--- config.mk ---
export PLATFORM = sky130hd
export DESIGN_NAME = memory_32_4_arbiter
export DESIGN_NICKNAME = d
export VERILOG_FILES = /design/src/rtl/memory_32_4_arbiter_pkg.sv /design/src/rtl/mem_arb_rd_pipe.sv /design/src/rtl/memory_32_4_arbiter.sv
export SDC_FILE = /design/constraint.sdc
export NUM_CORES = 1
export LEC_CHECK = 0
export CAP_MARGIN = 20
export CORE_AREA = 4 4 83 85
export DETAILED_ROUTE_END_ITERATION = 12
export DIE_AREA = 0 0 87 89
export PLACE_DENSITY_LB_ADDON = 0.1
export SLEW_MARGIN = 20
export SYNTH_ARGS = -nofsm -noshare
export SYNTH_HDL_FRONTEND = slang
export SYNTH_SLANG_ARGS = --single-unit
--- constraint.sdc ---
create_clock -name clk -period 4.01 [get_ports clk]
set_input_delay 0.6015 -clock clk [delete_from_list [all_inputs] [get_ports clk]]
set_output_delay 0.6015 -clock clk [all_outputs]
set_load 0.005 [all_outputs]
--- src/rtl/memory_32_4_arbiter_pkg.sv ---
// Shared types for the memory_32_4 arbiter slice.
// Defines the memory command struct, the requester count and the
// read-pipeline entry that tags in-flight reads with their requester id.
package memory_32_4_arbiter_pkg;

    localparam int MEM_DATA_W      = 32;
    localparam int MEM_ADDR_W      = 4;
    localparam int MEM_ARB_NUM_REQ = 2;
    localparam int MEM_ARB_ID_W    = 1;

    // Command bundle presented to the memory_32_4 array.
    typedef struct packed {
        logic                  wr_vld;
        logic [MEM_ADDR_W-1:0] wr_address;
        logic [MEM_ADDR_W-1:0] rd_address;
    } m_32_4;

    // One slot of the read-latency pipeline: valid flag plus originating requester.
    typedef struct packed {
        logic                    vld;
        logic [MEM_ARB_ID_W-1:0] id;
    } mem_arb_rd_entry_t;

    // Build a pipeline entry; an invalid entry always carries id 0 so bubbles are clean.
    function automatic mem_arb_rd_entry_t mem_arb_make_entry(
        input logic                    vld,
        input logic [MEM_ARB_ID_W-1:0] id
    );
        mem_arb_rd_entry_t e;
        e.vld = vld;
        e.id  = vld ? id : '0;
        return e;
    endfunction

endpackage

--- src/rtl/mem_arb_rd_pipe.sv ---
// Fixed-depth shift register of read-pipeline entries.
// Depth equals the memory read latency so the tail lines up with the cycle
// the memory presents read data. Cleared synchronously on reset, which
// discards any reads still in flight.
module mem_arb_rd_pipe
    import memory_32_4_arbiter_pkg::*;
#(
    parameter int RD_LATENCY = 2
) (
    input  logic              clk,
    input  logic              reset,
    input  mem_arb_rd_entry_t push,
    output mem_arb_rd_entry_t tail
);

    genvar gi;
    generate
        for (gi = 0; gi < RD_LATENCY; gi++) begin : g_stage
            mem_arb_rd_entry_t entry_reg;
            mem_arb_rd_entry_t entry_next;

            if (gi == 0) begin : g_head
                assign entry_next = push;
            end else begin : g_body
                assign entry_next = g_stage[gi-1].entry_reg;
            end

            // Advance one stage per cycle; reset flushes the stage.
            always_ff @(posedge clk) begin
                if (reset) begin
                    entry_reg <= '0;
                end else begin
                    entry_reg <= entry_next;
                end
            end
        end
    endgenerate

    assign tail = g_stage[RD_LATENCY-1].entry_reg;

endmodule

--- src/rtl/memory_32_4_arbiter.sv ---
// Two-requester arbiter and sequencer for the shared memory_32_4 array.
// Grants at most one command per cycle, drives the memory command struct
// and write data, and steers returning read data to the requester that
// issued the read using a latency-matched tag pipeline.
//
// Build option: define MEM_ARB_FIXED_PRI_EN to give requester 0 strict
// priority (no round-robin pointer). Undefined, contention is resolved
// round-robin, with requester 0 winning the first contention after reset.
//
// RD_LATENCY must lie in 1..4 and DATA_W/ADDR_W must match the memory.
module memory_32_4_arbiter
    import memory_32_4_arbiter_pkg::*;
#(
    parameter int DATA_W     = 32,
    parameter int ADDR_W     = 4,
    parameter int RD_LATENCY = 2
) (
    input  logic              clk,
    input  logic              reset,
    // Requester 0
    input  logic              req0,
    input  logic              we0,
    input  logic [ADDR_W-1:0] addr0,
    input  logic [DATA_W-1:0] wdata0,
    output logic              gnt0,
    output logic              rsp_vld0,
    output logic [DATA_W-1:0] rsp_data0,
    // Requester 1
    input  logic              req1,
    input  logic              we1,
    input  logic [ADDR_W-1:0] addr1,
    input  logic [DATA_W-1:0] wdata1,
    output logic              gnt1,
    output logic              rsp_vld1,
    output logic [DATA_W-1:0] rsp_data1,
    // Memory side
    output m_32_4             m,
    output logic [DATA_W-1:0] m_wr_data,
    input  logic [DATA_W-1:0] m_rd_data
);

    // Per-requester views of the inputs so the steering logic is index based.
    logic [MEM_ARB_NUM_REQ-1:0] req_vec;
    logic [MEM_ARB_NUM_REQ-1:0] gnt_vec;
    logic [MEM_ARB_NUM_REQ-1:0] rsp_vld_vec;

    assign req_vec = {req1, req0};

    // ------------------------------------------------------------------
    // Arbitration
    // ------------------------------------------------------------------
`ifdef MEM_ARB_FIXED_PRI_EN
    // Strict priority: requester 0 always wins; grants are suppressed in reset.
    always_comb begin
        gnt_vec = '0;
        if (!reset) begin
            if (req_vec[0]) begin
                gnt_vec = 2'b01;
            end else if (req_vec[1]) begin
                gnt_vec = 2'b10;
            end
        end
    end
`else
    // Id of the requester granted most recently; reset to 1 so requester 0
    // takes the first contention.
    logic last_gnt_reg;
    logic last_gnt_next;

    // Round-robin: under contention the requester not granted last wins.
    always_comb begin
        gnt_vec = '0;
        if (!reset) begin
            if (req_vec[0] && req_vec[1]) begin
                gnt_vec = last_gnt_reg ? 2'b01 : 2'b10;
            end else if (req_vec[0]) begin
                gnt_vec = 2'b01;
            end else if (req_vec[1]) begin
                gnt_vec = 2'b10;
            end
        end
    end

    // Move the pointer to whichever requester was granted this cycle.
    always_comb begin
        last_gnt_next = last_gnt_reg;
        if (gnt_vec[1]) begin
            last_gnt_next = 1'b1;
        end else if (gnt_vec[0]) begin
            last_gnt_next = 1'b0;
        end
    end

    // Round-robin pointer register.
    always_ff @(posedge clk) begin
        if (reset) begin
            last_gnt_reg <= 1'b1;
        end else begin
            last_gnt_reg <= last_gnt_next;
        end
    end
`endif

    assign gnt0 = gnt_vec[0];
    assign gnt1 = gnt_vec[1];

    // ------------------------------------------------------------------
    // Granted-command steering
    // ------------------------------------------------------------------
    logic                    any_gnt;
    logic [MEM_ARB_ID_W-1:0] gnt_id;
    logic                    sel_we;
    logic [ADDR_W-1:0]       sel_addr;
    logic [DATA_W-1:0]       sel_wdata;
    logic                    wr_grant;
    logic                    rd_grant;

    assign any_gnt = |gnt_vec;
    assign gnt_id  = gnt_vec[1];

    // Select the granted requester's command; with no grant this falls back
    // to requester 0's inputs, which the memory ignores because wr_vld is low.
    always_comb begin
        sel_we    = we0;
        sel_addr  = addr0;
        sel_wdata = wdata0;
        if (gnt_vec[1]) begin
            sel_we    = we1;
            sel_addr  = addr1;
            sel_wdata = wdata1;
        end
    end

    assign wr_grant = any_gnt && sel_we;
    assign rd_grant = any_gnt && !sel_we;

    // ------------------------------------------------------------------
    // Memory command
    // ------------------------------------------------------------------
    logic [ADDR_W-1:0] rd_address_reg;
    logic [ADDR_W-1:0] rd_address_next;

    // Read address only moves on a read grant; it is the first stage of the
    // memory's read latency.
    always_comb begin
        rd_address_next = rd_address_reg;
        if (rd_grant) begin
            rd_address_next = sel_addr;
        end
    end

    // Read address register.
    always_ff @(posedge clk) begin
        if (reset) begin
            rd_address_reg <= '0;
        end else begin
            rd_address_reg <= rd_address_next;
        end
    end

    assign m.wr_vld     = wr_grant;
    assign m.wr_address = sel_addr;
    assign m.rd_address = rd_address_reg;
    assign m_wr_data    = sel_wdata;

    // ------------------------------------------------------------------
    // In-flight read tracking and response steering
    // ------------------------------------------------------------------
    mem_arb_rd_entry_t pipe_push;
    mem_arb_rd_entry_t pipe_tail;

    assign pipe_push = mem_arb_make_entry(rd_grant, gnt_id);

    mem_arb_rd_pipe #(
        .RD_LATENCY (RD_LATENCY)
    ) u_rd_pipe (
        .clk   (clk),
        .reset (reset),
        .push  (pipe_push),
        .tail  (pipe_tail)
    );

    genvar gi;
    generate
        for (gi = 0; gi < MEM_ARB_NUM_REQ; gi++) begin : g_rsp
            // Strobe only the requester that owns the returning read; held low in reset.
            assign rsp_vld_vec[gi] = !reset && pipe_tail.vld
                                     && (pipe_tail.id == MEM_ARB_ID_W'(gi));
        end
    endgenerate

    assign rsp_vld0  = rsp_vld_vec[0];
    assign rsp_vld1  = rsp_vld_vec[1];
    assign rsp_data0 = m_rd_data;
    assign rsp_data1 = m_rd_data;

endmodule

==> reports/results.tsv <==
stage	metric	value	unit
place	numPortBuffers	122	
synthesis	synth_seq_cells	9	
place	place_congestion	0.853	
cells_and_area	diodes	0	
floorplan	dieHeight	89	µm
floorplan	design.die.area	7740	µm²
cells_and_area	largest_reg_flops	4	
cells_and_area	final_common_cell	clkdlybuf4s50_1	
timing	max_freq	310	MHz
run_status	outcome	finished clean	
route	via_count	1232	
power_and_ir_drop	pwr-share-seq	0.228	
power_and_ir_drop	power	438	µW
setup_path	critical_path_arrival	2.62	ns
floorplan	die_w	87	µm
synthesis	syn_area	1470	µm²
grt	antenna_found_initial	0	
route	drt_pass1_iterations	4	
grt	grt_pass1_wl	7.20	mm
timing	skew	0.00336	ns
cts	path_clk_slew	0.04	ns
synthesis	syn_inst	149	
floorplan	num_io_pins	219	
cells_and_area	synthToLayoutAreaGrowth	56.3	%
route	drc_errors	0	
cts	cts_setup_buffers	0	
cts	cts_max_path_buffers	2	
cells_and_area	fillCellCount	602	
place	post-dp-hpwl	4.25	mm
timing	rsz0062_at_grt	false	
timing	fin_crit_sh	0.804	
power_and_ir_drop	cellLeakagePower	0.000908	µW
power_and_ir_drop	clockPowerShare	0.237	
setup_path	worst_setup_path_start_kind	primary input	
route	ant_nets	0	
power_and_ir_drop	power_frac_comb	0.536	
timing	final-hold-violation-count	0	
floorplan	fp.coreArea	6200	µm²
synthesis	syn_area_per_cell	9.86	µm²
worst_hold_path	hold_path_depth	1	
timing	finalMaxSlewViolations	0	
timing	setup_viol	0	
timing	max_slew_margin	0.599	
synthesis	yosysTopAreaCell	buf_4	
cts	insertion_delay	0.23	ns
timing	finalSetupTns	0	ns
cts	h-tree-depth	1	
cts	numCtsBuffers	3	
power_and_ir_drop	internal-power	335	µW
grt	grt_max_degree	35	
route	totalWireLength	4.98	mm
grt	grt-ovfl-total	0	
power_and_ir_drop	p_sw_frac	0.235	
synthesis	syn_nets	259	
worst_hold_path	hold_path_class	flip-flop to flip-flop	
flow_run	drv_cap	0	
power_and_ir_drop	p_per_area	191	nW/µm²
synthesis	netlist.area_leader.share	0.337	
setup_path	critPathMaxFanout	34	
setup_path	crit_type	primary input to output port	
floorplan	initial_core_util	0.237	
route	drtIter0Drc	20	
cells_and_area	mostFrequentLayoutCells	122 x clkdlybuf4s50_1, 28 x mux2_4, 9 x dfxtp_1, 5 x o21ai_0	
timing	tightest_slew	0.599	ns
cts	cts_resized	0	
power_and_ir_drop	ir_drop	125	µV
cts	cts_hold_buf	0	
floorplan	rows	29	
cts	cts.sinks	9	
timing	min_period	3.22	ns
cells_and_area	nNetsFinal	318	
setup_path	required	3.41	ns
synthesis	ys_warn_count	0	
grt	grtUsageTotal	0.119	
synthesis	synthTopCellsByArea	buf_4 34%, mux2_4 29%, dfxtp_1 12%	
cells_and_area	drive_gt1_frac	0.188	
cts	root_buffer	clkbuf_8	
setup_path	endpoint_kind	output port	
synthesis	ys_seq_area_frac	0.123	
route	via_per_inst	4.34	
cells_and_area	fin_util	0.370	
route	routedWlPerCell	17.5	µm
grt	grt_pass1_vias	1289	
setup_path	ff2ff_path_depth	3	
cts	cts_tree	done	
power_and_ir_drop	power_switching	103	µW
synthesis	yosysUniqueCellTypes	22	
routing by layer:
layer | track usage | part of all wire
met4 | 0.0368 | 0.019
met1 | 0.133 | 0.38
met2 | 0.200 | 0.45
met5 | 0 | 0
met3 | 0.0571 | 0.15
kinds of logic after synthesis:
kind of cell,share of synthesized area
compound gates,0.0988
simple gates,0.0758
buf+inv,0.386
flops,0.123
mux,0.317
cells in the mapped netlist:
cell      instances
nand3_1           4
nor2_8            1
nor3b_1           1
a21boi_2          1
and2_1            1
mux2_2            4
nand2b_1          1
dfxtp_1           9
mux2_4           28
a21oi_1           1
a221oi_1          4
buf_4            66
a21bo_4           1
and3_1            2
nor3_1            1
nand2_1           4
o21ai_0           5
inv_1             3
buf_12            3
nor2b_1           3
a311oi_1          4
a22o_1            2
power by group through the flow:
stage | clock network (µW) | registers [µW] | logic, µW
after CTS | 105 | 99.7 | 239
after global routing | 111 | 100 | 251
after detailed placement | 0 | 101 | 237
after floorplan | 0 | 101 | 138
final | 104 | 99.7 | 235
after global placement | 0 | 101 | 238
critical path: stages:
cell and delay (ns):
clkdlybuf4s50_1 0.71, nor2_8 0.22, buf_12 0.26, mux2_2 0.36, clkdlybuf4s50_1 0.45
worst paths after layout:
check	start	slack (ns)	endpoint
setup / recovery	reset	0.79	m_wr_data[31]
hold / removal	u_rd_pipe.g_stage[0].entry_reg[1]$_SDFF_PP0_	0.45	u_rd_pipe.tail[1]$_SDFF_PP0_
setup reg to reg	last_gnt_reg$_SDFFE_PP1P_	2.74	rd_address_reg[1]$_SDFFE_PP0P_
hold reg to reg	u_rd_pipe.g_stage[0].entry_reg[1]$_SDFF_PP0_	0.45	u_rd_pipe.tail[1]$_SDFF_PP0_
stage by stage:
stage | instance area, µm² | hold WS [ns] | instances | setup slack [ns]
final | 2300 | 0.449 | 284 | 0.787
after global routing | 2300 | 0.468 | 284 | 0.676
after CTS | 2300 | 0.452 | 284 | 0.744
after detailed placement | 2250 | 0.446 | 280 | 0.752
after global placement | 2250 | 0.428 | 280 | 0.777
after floorplan | 1470 | 0.414 | 149 | 1.94
area by class of cell:
cell class,count,area [µm²],area share
multi-input combinational,68,722,0.314
inverter,3,11.3,0.00490
sequential,9,180,0.0785
timing repair buffer,123,1240,0.541
clock buffer,4,45.0,0.0196
tap,77,96.3,0.0420
Power figures use the tool's default switching activity.
